--- config.mk ---
export PLATFORM = sky130hd
export DESIGN_NAME = rw_arbiter
export DESIGN_NICKNAME = d
export VERILOG_FILES = /design/src/rtl/rw_arbiter.sv
export SDC_FILE = /design/constraint.sdc
export NUM_CORES = 1
export LEC_CHECK = 0
export BUFFER_PORTS_ARGS = -buffer_cell sky130_fd_sc_hd__buf_4
export CAP_MARGIN = 20
export CORE_ASPECT_RATIO = 0.6
export CORE_MARGIN = 3
export CORE_UTILIZATION = 35
export DETAILED_ROUTE_END_ITERATION = 6
export GPL_TIMING_DRIVEN = 0
export PLACE_DENSITY = 0.57
export SLEW_MARGIN = 30
export SYNTH_ARGS = -nofsm -noshare
export SYNTH_HDL_FRONTEND = slang
export SYNTH_SLANG_ARGS = --single-unit
--- constraint.sdc ---
create_clock -name clk -period 5.58 [get_ports clk]
set_input_delay 0.837 -clock clk [delete_from_list [all_inputs] [get_ports clk]]
set_output_delay 0.837 -clock clk [all_outputs]
set_load 0.02 [all_outputs]
--- src/rtl/rw_arbiter.sv ---
// Round-robin arbiter granting N requesters access to one shared read/write
// resource. One transaction at a time, with an acknowledge timeout.
module rw_arbiter #(
  parameter int N       = 4,
  parameter int TIMEOUT = 16
) (
  input  logic         clk,
  input  logic         resetn,
  input  logic [N-1:0] req_i,
  input  logic [N-1:0] we_i,
  output logic [N-1:0] gnt_o,
  output logic [N-1:0] done_o,
  output logic         err_o,
  output logic         m_req,
  output logic         m_we,
  input  logic         m_ack,
  output logic         idle,
  output logic         read,
  output logic         write
);

  localparam int PW = $clog2(N);
  localparam int CW = $clog2(TIMEOUT);

  localparam logic [1:0] S_IDLE  = 2'd0;
  localparam logic [1:0] S_READ  = 2'd1;
  localparam logic [1:0] S_WRITE = 2'd2;

  logic [1:0]    state_q, state_d;
  logic [N-1:0]  gnt_q, gnt_d;
  logic [N-1:0]  done_q, done_d;
  logic          err_q, err_d;
  logic [CW-1:0] cnt_q, cnt_d;
  logic [PW-1:0] ptr_q, ptr_d;
  logic [PW-1:0] owner_q, owner_d;

  logic          win_valid;
  logic [PW-1:0] win_idx;

  // Search starts one past the last owner so a finished requester goes last.
  always_comb begin
    win_valid = 1'b0;
    win_idx   = '0;
    for (int k = 1; k <= N; k++) begin
      if (!win_valid && req_i[(int'(ptr_q) + k) % N]) begin
        win_valid = 1'b1;
        win_idx   = PW'((int'(ptr_q) + k) % N);
      end
    end
  end

  // NOTE: every combinational output gets a default first so no latch is inferred.
  always_comb begin
    state_d = state_q;
    gnt_d   = gnt_q;
    cnt_d   = cnt_q;
    ptr_d   = ptr_q;
    owner_d = owner_q;
    done_d  = '0;
    err_d   = 1'b0;
    case (state_q)
      S_IDLE: begin
        if (win_valid) begin
          gnt_d          = '0;
          gnt_d[win_idx] = 1'b1;
          owner_d        = win_idx;
          cnt_d          = '0;
          state_d        = we_i[win_idx] ? S_WRITE : S_READ;
        end
      end
      S_READ, S_WRITE: begin
        if (m_ack || cnt_q == CW'(TIMEOUT - 1)) begin
          // An ack arriving on the timeout edge still counts as a clean finish.
          state_d = S_IDLE;
          gnt_d   = '0;
          ptr_d   = owner_q;
          done_d  = gnt_q;
          err_d   = !m_ack;
        end else begin
          cnt_d = cnt_q + 1'b1;
        end
      end
      default: begin
        state_d = S_IDLE;
        gnt_d   = '0;
      end
    endcase
  end

  // NOTE: sequential state uses non-blocking assignments only.
  always_ff @(posedge clk or negedge resetn) begin
    if (!resetn) begin
      state_q <= S_IDLE;
      gnt_q   <= '0;
      done_q  <= '0;
      err_q   <= 1'b0;
      cnt_q   <= '0;
      ptr_q   <= PW'(N - 1);
      owner_q <= '0;
    end else begin
      state_q <= state_d;
      gnt_q   <= gnt_d;
      done_q  <= done_d;
      err_q   <= err_d;
      cnt_q   <= cnt_d;
      ptr_q   <= ptr_d;
      owner_q <= owner_d;
    end
  end

  assign gnt_o  = gnt_q;
  assign done_o = done_q;
  assign err_o  = err_q;
  assign idle   = (state_q == S_IDLE);
  assign read   = (state_q == S_READ);
  assign write  = (state_q == S_WRITE);
  assign m_req  = read | write;
  assign m_we   = write;

endmodule

==> flow_summary.ini <==
[die]
core_um2 = 2570
start_util = 0.378
ioPinCount = 25
die_w_um = 74.1
dieArea_um2 = 3470
placementRows = 14
die_h_um = 46.9

[worst_setup_path]
worstPathArrival_ps = 2260
endpoint_kind = flip-flop
cp-start-kind = primary input
cp.required_ps = 5720
cp_max_fo = 5
rrSetupSlack_ps = 3520
path_class = primary input to flip-flop

[placed_design]
hpwl_mm = 1.55
port_buffers = 24
post-place-ws_ps = 3200
gp_congestion = 0.738
placed_cell_area_um2 = 1190

[global_route]
track_usage = 0.133
antenna_found_initial = 0
grt_use_met2 = 0.194
grt-busiest-layer = met2
grt_use_met1 = 0.189
grt_pass1_wl_mm = 3.43
grt_max_degree = 20
grt-ovfl-total = 0
grtUsageMet3 = 0.0427
grt_pass1_vias = 707

[sta]
whs_ps = 440
hold_violations = 0
skew_ps = 4.23
slew_violations = 0
worst_pin_slew_ps = 482
setup-violations-final = 0
fin_ws_ps = 3460
max_slew_margin = 0.676
tns_ps = 0
rsz0062_at_grt = no
fmax_mhz = 471
finalCriticalPeriod_ps = 2120
finalCritPeriodShare = 0.380

[cts]
clock_latency_ps = 260
cts_resized = 0
h-tree-depth = 1
cts.sinks = 19
hold_buffers = 0
cts.root.buffer_cell = clkbuf_8
path_clk_slew_ps = 70
numCtsBuffers = 3
cts_tree = built
cts_buffer_depth = 2
post_cts_buffers = 0

[synthesis]
synth_nets = 110
syn_area_um2 = 973
netlist.area_leader.share = 0.437
synth-seq-cells = 19
ys_warn_count = 0
synth_area_leaders = dfrtp_1 (44%), dfstp_2 (5.4%), ha_1 (5.1%)
synth_largest_area_cell = dfrtp_1
synth_cell_types = 33
syn_area_per_cell_um2 = 10.2
synthCells = 95
ys_seq_area_frac = 0.491

[power]
power_density_nw_per_um2 = 522
share_seq_of_total_power = 0.339
power_leakage_nw = 0.605
p_int_uw = 384
p_total_uw = 646
peakVddDrop_uv = 122
switching_share = 0.406
p_comb_frac = 0.514
p_sw_uw = 263
clkPwrFrac = 0.147

[min_path]
hold_class = primary input to async pin

[finish]
fin_area_um2 = 1240
final_nets = 139
area_delta_synth_final_pct = 27.2
final_layout_size_suffix_gt1_frac = 0.293
n_fill_cell = 251
antennaDiodeCount = 0

[drt]
via_per_inst = 5.05
wl_per_cell_um = 12.9
ant_nets = 0
wirelength_mm = 2.00
drt_iter0_markers = 24
drc_errors = 0
drt_pass1_iterations = 4
vias = 782

[run_status]
status = completed

[flow_run]
drv_cap = 0
-- per-stage QoR --
step | std cells | utilization
2_1_floorplan | 95 | -
3_3_place_gp | 151 | 0.464
3_5_place_dp | 151 | 0.464
4_1_cts | 155 | 0.481
5_1_grt | 155 | 0.481
6_report | 155 | 0.481
-- critical path, cell delays in order --
cell      delay (ps)
buf_4            130
nor4_1           470
nand2b_2         250
nor2b_1           80
nor2b_1          150
a221o_1          350
-- layout make-up --
type                            instances  area (µm²)  area share
Inverter                                4        15.0      0.0121
Multi-Input combinational cell         68         459       0.371
Sequential cell                        19         478       0.386
Buffer                                  4        21.3      0.0172
Clock buffer                            4        45.0      0.0364
Tap cell                               32        40.0      0.0323
Timing Repair Buffer                   24         180       0.145
-- state kept, by name, indices dropped and copies added, names as in the netlist --
signal,flops
state_q,2
gnt_o,4
cnt_q,4
owner_q,2
done_o,4
err_o,1
ptr_q,2
-- cells in the mapped netlist --
library cell	instances
o31ai_1	1
o221ai_1	1
ha_1	4
nor2_1	3
nor4_1	2
buf_4	1
a32o_1	1
nor3b_1	1
nor2b_1	2
nand2_1	13
o221a_4	1
a22o_1	3
a21oi_1	4
nand2b_2	1
and2_1	6
nand2b_1	2
nand3_1	3
mux2_1	1
dfstp_2	2
and2b_1	1
o2bb2ai_1	1
mux2i_1	1
a21boi_1	1
dfrtp_1	17
o22ai_1	1
clkbuf_1	1
o21ai_1	4
buf_2	2
a31o_1	1
inv_1	4
o21ai_0	6
a221o_1	1
mux2_4	2
-- per-layer routing --
layer	up-vias	wire, µm
met5	-	0
met4	0	32
met3	4	123
met2	24	790
met1	361	1060
li1	393	-
-- final timing paths --
kind,start,endpoint,depth (start not counted)
setup / recovery,req_i[3],state_q[1],6
hold / removal,resetn,gnt_o[3],1
setup reg to reg,state_q[0],cnt_q[1],7
hold reg to reg,owner_q[1],owner_q[1],2
max in group asynchronous,resetn,ptr_q[1],1
min in group clk,owner_q[1],owner_q[1],2
-- cell usage in the layout, fill, tap and decap left out, types with 2 or more instances in the layout --
master,netlist,routed
and2_1,6,6
dfstp_2,2,2
a21oi_1,4,4
a22o_1,3,3
mux2_4,2,2
nor4_1,2,2
inv_1,4,4
o21ai_1,4,4
nor2_1,3,3
buf_2,2,2
buf_4,1,25
clkbuf_8,0,3
dfrtp_1,17,17
o21ai_0,6,6
nand2b_1,2,2
nor2b_1,2,2
nand3_1,3,3
nand2_1,13,13
ha_1,4,4
clkbuf_1,1,2
-- kinds of logic (layout without fill, tap and decap cells) --
logic type | after synthesis | in the layout | synth area share
DFF | 19 | 19 | 0.491
muxes | 4 | 4 | 0.0527
adders and majority gates | 4 | 4 | 0.0514
and+or+nand+nor | 34 | 34 | 0.179
AOI/OAI and AO/OA | 26 | 26 | 0.189
buffers and inverters | 8 | 36 | 0.0373
-- power groups by stage --
stage / Clock, mW / Sequential (mW) / Combinational, mW
floorplan: 0 / 0.237 / 0.212
global placement: 0 / 0.221 / 0.330
detailed placement: 0 / 0.221 / 0.336
CTS: 0.0990 / 0.219 / 0.338
global route: 0.103 / 0.226 / 0.371
finish: 0.0950 / 0.219 / 0.332
No activity file was read; power rests on OpenSTA's default activity.
